**src/rtl/mem_bus_initiator.sv**
```systemverilog
// mem_bus_initiator: single-outstanding bus master for the 16-bit SRAM/IO address map.
// Takes one read/write command at a time on a valid/ready port, runs
// SETUP -> ACCESS -> RESP on the bus with a per-region minimum wait and an
// ack timeout, and returns a one-cycle response. Addresses with the top bit
// set are unmapped and are answered with an error without touching the bus.
// Optional feature macro: MEM_BUS_INITIATOR_STATS_EN adds saturating
// transaction/error counters on outputs stat_txn and stat_err.
//
// state    | meaning
// ---------+----------------------------------------------------------
// S_IDLE   | ready for a command; address holds the last bus address
// S_SETUP  | address/data driven, strobes low, wait counter cleared
// S_ACCESS | strobe high; wait for minimum wait and ack, or timeout
// S_RESP   | one-cycle response for a completed or timed-out access
// S_ERR    | one-cycle error response for an unmapped address
module mem_bus_initiator #(
    parameter int N         = 4,
    parameter int SRAM_WAIT = 1,
    parameter int IO_WAIT   = 3,
    parameter int TIMEOUT   = 15   // must exceed IO_WAIT and SRAM_WAIT
) (
    input  logic             clk,
    input  logic             nRESET,
    input  logic             cmd_valid,
    output logic             cmd_ready,
    input  logic             cmd_write,
    input  logic [N*4-1:0]   cmd_addr,
    input  logic [N*2-1:0]   cmd_wdata,
    output logic             rsp_valid,
    output logic [N*2-1:0]   rsp_rdata,
    output logic             rsp_err,
    output logic [N*4-1:0]   address,
    output logic [N*2-1:0]   bus_wdata,
    output logic             bus_rd,
    output logic             bus_wr,
    input  logic [N*2-1:0]   bus_rdata,
    input  logic             bus_ack,
    output logic             busy
`ifdef MEM_BUS_INITIATOR_STATS_EN
    ,
    output logic [15:0]      stat_txn,
    output logic [7:0]       stat_err
`endif
);

    localparam int AW = N * 4;
    localparam int DW = N * 2;
    localparam int CW = $clog2(TIMEOUT + 1);

    localparam logic [CW-1:0] C_TIMEOUT   = CW'(TIMEOUT);
    localparam logic [CW-1:0] C_SRAM_WAIT = CW'(SRAM_WAIT);
    localparam logic [CW-1:0] C_IO_WAIT   = CW'(IO_WAIT);

    typedef enum logic [2:0] {
        S_IDLE,
        S_SETUP,
        S_ACCESS,
        S_RESP,
        S_ERR
    } state_t;

    state_t            r_state;
    state_t            w_next_state;
    logic [AW-1:0]     r_addr;
    logic [DW-1:0]     r_wdata;
    logic              r_write;
    logic [CW-1:0]     r_wait_cnt;
    logic [DW-1:0]     r_rsp_rdata;
    logic              r_rsp_err;
    logic [CW-1:0]     w_min_wait;
    logic              w_accept;
    logic              w_done;
    logic              w_timeout;

    // Bit AW-2 selects the IO half of the mapped space (slower responders).
    assign w_min_wait = r_addr[AW-2] ? C_IO_WAIT : C_SRAM_WAIT;
    assign w_accept   = (r_state == S_IDLE) && cmd_valid;
    assign w_done     = (r_state == S_ACCESS) && bus_ack && (r_wait_cnt >= w_min_wait);
    assign w_timeout  = (r_state == S_ACCESS) && !w_done && (r_wait_cnt == C_TIMEOUT);

    assign address    = r_addr;
    assign bus_wdata  = r_wdata;
    assign rsp_rdata  = r_rsp_rdata;
    assign rsp_err    = r_rsp_err && rsp_valid;

    // State register.
    always_ff @(posedge clk or negedge nRESET) begin
        if (!nRESET) begin
            r_state <= S_IDLE;
        end else begin
            r_state <= w_next_state;
        end
    end

    // Next-state and state-decoded outputs.
    always_comb begin
        w_next_state = r_state;
        cmd_ready    = 1'b0;
        busy         = 1'b1;
        bus_rd       = 1'b0;
        bus_wr       = 1'b0;
        rsp_valid    = 1'b0;
        case (r_state)
            S_IDLE: begin
                cmd_ready = 1'b1;
                busy      = 1'b0;
                if (cmd_valid) begin
                    w_next_state = cmd_addr[AW-1] ? S_ERR : S_SETUP;
                end
            end
            S_SETUP: begin
                w_next_state = S_ACCESS;
            end
            S_ACCESS: begin
                bus_rd = !r_write;
                bus_wr = r_write;
                if (w_done || w_timeout) begin
                    w_next_state = S_RESP;
                end
            end
            S_RESP, S_ERR: begin
                rsp_valid    = 1'b1;
                w_next_state = S_IDLE;
            end
            default: begin
                w_next_state = S_IDLE;
            end
        endcase
    end

    // Command capture, wait counter and response data.
    always_ff @(posedge clk or negedge nRESET) begin
        if (!nRESET) begin
            r_addr      <= '0;
            r_wdata     <= '0;
            r_write     <= 1'b0;
            r_wait_cnt  <= '0;
            r_rsp_rdata <= '0;
            r_rsp_err   <= 1'b0;
        end else begin
            if (w_accept) begin
                if (cmd_addr[AW-1]) begin
                    // Unmapped: leave the bus address untouched.
                    r_rsp_rdata <= '0;
                    r_rsp_err   <= 1'b1;
                end else begin
                    r_addr  <= cmd_addr;
                    r_wdata <= cmd_wdata;
                    r_write <= cmd_write;
                end
            end
            if (r_state == S_SETUP) begin
                r_wait_cnt <= '0;
            end else if ((r_state == S_ACCESS) && (r_wait_cnt != C_TIMEOUT)) begin
                r_wait_cnt <= r_wait_cnt + CW'(1);
            end
            if (w_done) begin
                r_rsp_rdata <= r_write ? '0 : bus_rdata;
                r_rsp_err   <= 1'b0;
            end else if (w_timeout) begin
                r_rsp_rdata <= '0;
                r_rsp_err   <= 1'b1;
            end
        end
    end

`ifdef MEM_BUS_INITIATOR_STATS_EN
    logic [15:0] r_stat_txn;
    logic [7:0]  r_stat_err;

    assign stat_txn = r_stat_txn;
    assign stat_err = r_stat_err;

    // Saturating response and error counters.
    always_ff @(posedge clk or negedge nRESET) begin
        if (!nRESET) begin
            r_stat_txn <= '0;
            r_stat_err <= '0;
        end else if (rsp_valid) begin
            if (r_stat_txn != '1) begin
                r_stat_txn <= r_stat_txn + 16'd1;
            end
            if (rsp_err && (r_stat_err != '1)) begin
                r_stat_err <= r_stat_err + 8'd1;
            end
        end
    end
`endif

endmodule
```
**config.mk**
```make
export PLATFORM = sky130hd
export DESIGN_NAME = mem_bus_initiator
export DESIGN_NICKNAME = d
export VERILOG_FILES = /design/src/rtl/mem_bus_initiator.sv
export SDC_FILE = /design/constraint.sdc
export NUM_CORES = 1
export LEC_CHECK = 0
export CELL_PAD_IN_SITES_DETAIL_PLACEMENT = 0
export CELL_PAD_IN_SITES_GLOBAL_PLACEMENT = 1
export CORE_MARGIN = 4
export CORE_UTILIZATION = 47
export DETAILED_ROUTE_END_ITERATION = 10
export DONT_BUFFER_PORTS = 1
export PLACE_DENSITY = 0.76
export RECOVER_POWER = 100
export REMOVE_ABC_BUFFERS = 1
export SYNTH_ARGS = -nofsm -noshare
export SYNTH_HDL_FRONTEND = slang
export SYNTH_SLANG_ARGS = --single-unit
```
**constraint.sdc**
```tcl
create_clock -name clk -period 1.9 [get_ports clk]
set_input_delay 0.19 -clock clk [delete_from_list [all_inputs] [get_ports clk]]
set_output_delay 0.19 -clock clk [all_outputs]
set_load 0.02 [all_outputs]
```
# Word-level counts from Yosys, hierarchy flattened
# Cells that the tools add are included.
# totals
regBits	40
out_inout_bits	38
word_cells	57
# op_classes
add_sub_neg	1
magnitude_cmp	1
n_eq_ne	8
muxes	21
bitwise	1
reduce_logical	18
# ops
op	n
$mux 8	5
$mux 1	9
$mux 3	3
$pmux 3 s3	1
$mux 4	2
$logic_and 1x1->1	7
$eq 3x2->1 const B	2
$reduce_and 2->1	3
$reduce_bool 3->1	2
$add 4x1->4 const B	1
$eq 4x4->1 const B	1
$ge 4x2->1	1
$ne 4x4->1 const B	1
$eq 3x1->1 const B	1
$eq 3x3->1 const B	1
$logic_not 3->1	1
$logic_not 1->1	2
$mux 2	1
$ne 2x1->1 const B	1
$ne 2x2->1 const B	1
$reduce_bool 2->1	1
$reduce_or 2->1	1
$logic_or 1x1->1	1
$not 1->1	1

# Logic depth before layout (Yosys ltp)
# logic_depth
depth_word	9
mapped_depth	6
depth_no_buf	6

# Worst setup path after synthesis
# Ideal clock, no wire load.
# synth_path
kind	reg-to-reg
from	reg r_addr[14] (netlist: address[14])
to	reg r_rsp_rdata[0] (netlist: rsp_rdata[0])
setup_ps	121
arrival_ps	1629
required_time_ps	1779
path_slack_ps	150
stages_incl_launch_ff	7
path_buffers	0
synth_period_minus_slack_ps	1750
path_cell_list	dfrtp_1 -> inv_1 -> ha_1 -> a2111oi_4 -> nand2b_1 -> nor3_4 -> a22o_1
# synth_via
elab_chain_len	8
# synth_rtl
element	line	text
start: declaration	64	logic [AW-1:0] r_addr;
start signal: assignment	147	r_addr <= cmd_addr;
$mux 2 *	76	assign w_min_wait = r_addr[AW-2] ? C_IO_WAIT : C_SRAM_WAIT;
$ge 4x2->1 *	78	assign w_done = (r_state == S_ACCESS) && bus_ack && (r_wait_cnt >= w_min_wait);
$logic_and 1x1->1 *	78	
$logic_not 1->1	79	assign w_timeout = (r_state == S_ACCESS) && !w_done && (r_wait_cnt == C_TIMEOUT);
$logic_and 1x1->1 (2 in series)	79	
$reduce_bool 3->1 (no source line) / $mux 8 (equally long branches)	--	
$reduce_and 2->1 (no source line) / $mux 8 (equally long branches)	--	
end signal: assignment	158	r_rsp_rdata <= r_write ? '0 : bus_rdata;
end: declaration	68	logic [DW-1:0] r_rsp_rdata;
# Every way passes the cells marked *; elsewhere a longest branch is shown, timed or not.
# A chain may end at the register's enable or synchronous reset.

# Worst setup path after layout
# layout_path
from	reg r_wait_cnt[1]
to	reg r_rsp_rdata[3] (netlist: rsp_rdata[3])
# layout_via
elab_chain_len	7
# layout_rtl
element	line	text
start: declaration	67	logic [CW-1:0] r_wait_cnt;
start signal: assignment	155	r_wait_cnt <= r_wait_cnt + CW'(1);
$ge 4x2->1	78	
$logic_and 1x1->1	78	
$logic_not 1->1	79	
$logic_and 1x1->1 (2 in series)	79	
$reduce_bool 3->1 (no source line) / $mux 8 (equally long branches)	--	
$reduce_and 2->1 (no source line) / $mux 8 (equally long branches)	--	
# Parallel ways exist; a longest one is shown, timed or not.

==> metrics.cfg <==
[run_status]
status = completed

[setup_path]
start_kind = flop
r2r_cells = 5
crit_required_ns = 2.08
critPathKind = flop to flop
cp.arrival_ns = 1.97
cp_max_fo = 8
endpoint_kind = flop

[sta]
timing.final.crit_share_pct = 94.38
hold_viol_final = 0
slew_violations = 0
rsz0062_at_grt = no
setup_tns_ns = 0
period_needed_ns = 1.793
worst_slew_pin_slew_ns = 0.9587
skew_ns = 0.007764
fmaxAchievable_mhz = 557.7
slew_headroom_pct = 36.09
finalSetupViolations = 0

[job]
drv_cap = 0

[global_route]
antenna_found_initial = 0
grtUsageTotal_pct = 15.60
grt_pass1_vias = 1065
grt_pass1_wl_um = 5188
grt_max_degree = 41
grt-ovfl-total = 0

[clock_network]
clock_latency_ns = 0.29
cts-root-buf = clkbuf_8
ctsHtreeMaxLevel = 2
cts_buffers = 5
cts_num_sinks = 40
tritoncts = yes
path_clk_slew_ns = 0.08
cts.path.max_buffers = 2

[die]
die_h_um = 68.94
ios = 75
core_area_mm2 = 0.003468
placementRows = 21
die_w_um = 68.94
start_util_pct = 50.32
dieArea_mm2 = 0.004753

[cells_and_area]
fillCellCount = 308
register_area_mm2 = 0.001002
drive_above_1_share_pct = 32.59
n_antenna_cell = 0
design_area_mm2 = 0.001916
fin_nets = 173
multi_input_area_um2 = 699.4
area_growth_pct = 9.749

[placed_design]
portBuffers = 0
dp_hpwl_um = 2445
dpl_cell_area_mm2 = 0.001779
place_congestion = 0.7145

[logic_synthesis]
synth-async-reset-ratio_pct = 100.0
ys_types = 31
synthesis.area_mm2 = 0.001745
synth_edf_count = 0
synth_flop_cell = dfrtp_1
ys_warn_count = 0
synthCells = 127
ys_ff_latch = 40
synth.avg_cell_area_um2 = 13.74
seq_area_frac_synth_pct = 57.35

[routing]
vias_per_cell = 5.840
drt_iter0_markers = 23
ant_nets = 0
wl_per_cell_um = 18.98
via_count = 1057
drt_wl_total_um = 3435
route.detailed.drc = 0
first_pass_iters = 4

[worst_hold_path]
hold_class = primary input to flop
min_path_cells = 1

[power_and_ir_drop]
ir_drop_mv = 0.8696
power.density_mw_per_mm2 = 1935
p_leak_nw = 0.8561

==> per-stage QoR <==
stage	total power [mW]	utilization [%]	cells	hold WS (ns)	setup WS [ns]
4_1_cts	3.751	55.48	181	0.02734	0.03953
5_1_grt	3.942	55.23	181	0.01974	0.02093
2_1_floorplan	2.733	-	122	-0.1056	0.1501
3_5_place_dp	3.018	51.30	171	-0.1038	0.04700
6_report	3.706	55.23	181	0.03621	0.1068
3_3_place_gp	2.950	51.30	171	-0.1044	0.2095
==> timing repair <==
| action | CTS | global route |
|---|---|---|
| gates resized for setup | 0 | 4 |
| setup buffers | 0 | 0 |
| hold endpoints to repair | 40 | 0 |
| hold buffers | 2 | 0 |
| endpoints found under the setup margin | 0 | 10 |
==> state kept, by name (all words and copies together) (netlist names) <==
signal and flops:
r_write 1, r_wait_cnt 4, bus_wdata 8, rsp_rdata 8, r_state 3, r_rsp_err 1
address 15
==> metal layers <==
metal,track usage (%),routed length (um),vias to the layer above
li1,-,-,469
met1,18.22,1302,509
met2,25.24,1717,70
met3,7.455,370,9
met4,5.109,44,0
met5,0,0,-
==> path summary, 6_finish.rpt <==
path                                                start                         to  slack (ns)
worst min-delay path                         bus_rdata[7]   rsp_rdata[7]$_DFFE_PN0P_        0.04
worst min register to register      r_rsp_err$_DFFE_PN0P_      r_rsp_err$_DFFE_PN0P_        0.53
worst max-delay path            r_wait_cnt[1]$_DFFE_PN0P_   rsp_rdata[3]$_DFFE_PN0P_        0.11
worst max register to register  r_wait_cnt[1]$_DFFE_PN0P_   rsp_rdata[3]$_DFFE_PN0P_        0.11
max in group asynchronous                          nRESET     r_state[1]$_DFFE_PN0P_        0.64
min in group asynchronous                          nRESET  r_wait_cnt[2]$_DFFE_PN0P_        0.62
==> Yosys cell counts, types with 3 or more instances <==
library cell	count	area (um^2)
buf_6	3	33.78
mux2_2	24	270.3
nand2_1	7	26.28
o21ai_0	3	15.01
a22o_1	10	87.58
nor2_1	3	11.26
dfrtp_1	40	1001
nand2b_1	4	25.02
inv_1	3	11.26
a21oi_1	3	15.01
==> worst max-delay path, stage by stage, from the launching register on <==
cell and delay (ns):
dfrtp_1 0.44, ha_1 0.34, a2111oi_4 0.35, nand2b_1 0.22, nor3_4 0.08, a22o_1 0.24
==> power breakdown <==
| part | internal (mW) | switching (mW) |
|---|---|---|
| Combinational | 0.520 | 0.479 |
| Sequential | 1.24 | 0.768 |
| Clock | 0.395 | 0.299 |
==> layout make-up <==
type | count | share of cell area, %
Clock inverter | 3 | 2.417
Sequential cell | 40 | 52.32
Clock buffer | 5 | 3.592
Timing Repair Buffer | 5 | 1.568
Tap cell | 46 | 3.005
Multi-Input combinational cell | 79 | 36.51
Inverter | 3 | 0.5879
==> logic make-up (layout without fill, tap and decap cells) <==
family	count (synthesis)	in the layout	share of synthesized area, %
AOI/OAI and AO/OA	23	23	11.33
adders and majority gates	2	2	1.433
buffers and inverters	8	16	3.297
DFF	40	40	57.35
muxes	24	24	15.48
other	1	1	0.2148
and+or+nand+nor	29	29	10.90
==> placed cells by master, fill, tap and decap left out, types with 2 or more instances in the layout <==
cell type,count
nor2_1,2
o21ai_0,3
nor3_4,2
inv_1,3
nand3_1,2
nand2_1,7
and3_1,2
a21oi_1,3
ha_1,2
mux2_2,24
and2_1,2
nor2_2,2
nand2b_1,4
clkbuf_8,5
a22o_1,10
clkbuf_1,2
dfrtp_1,39
(Power assumes the default switching activity.)
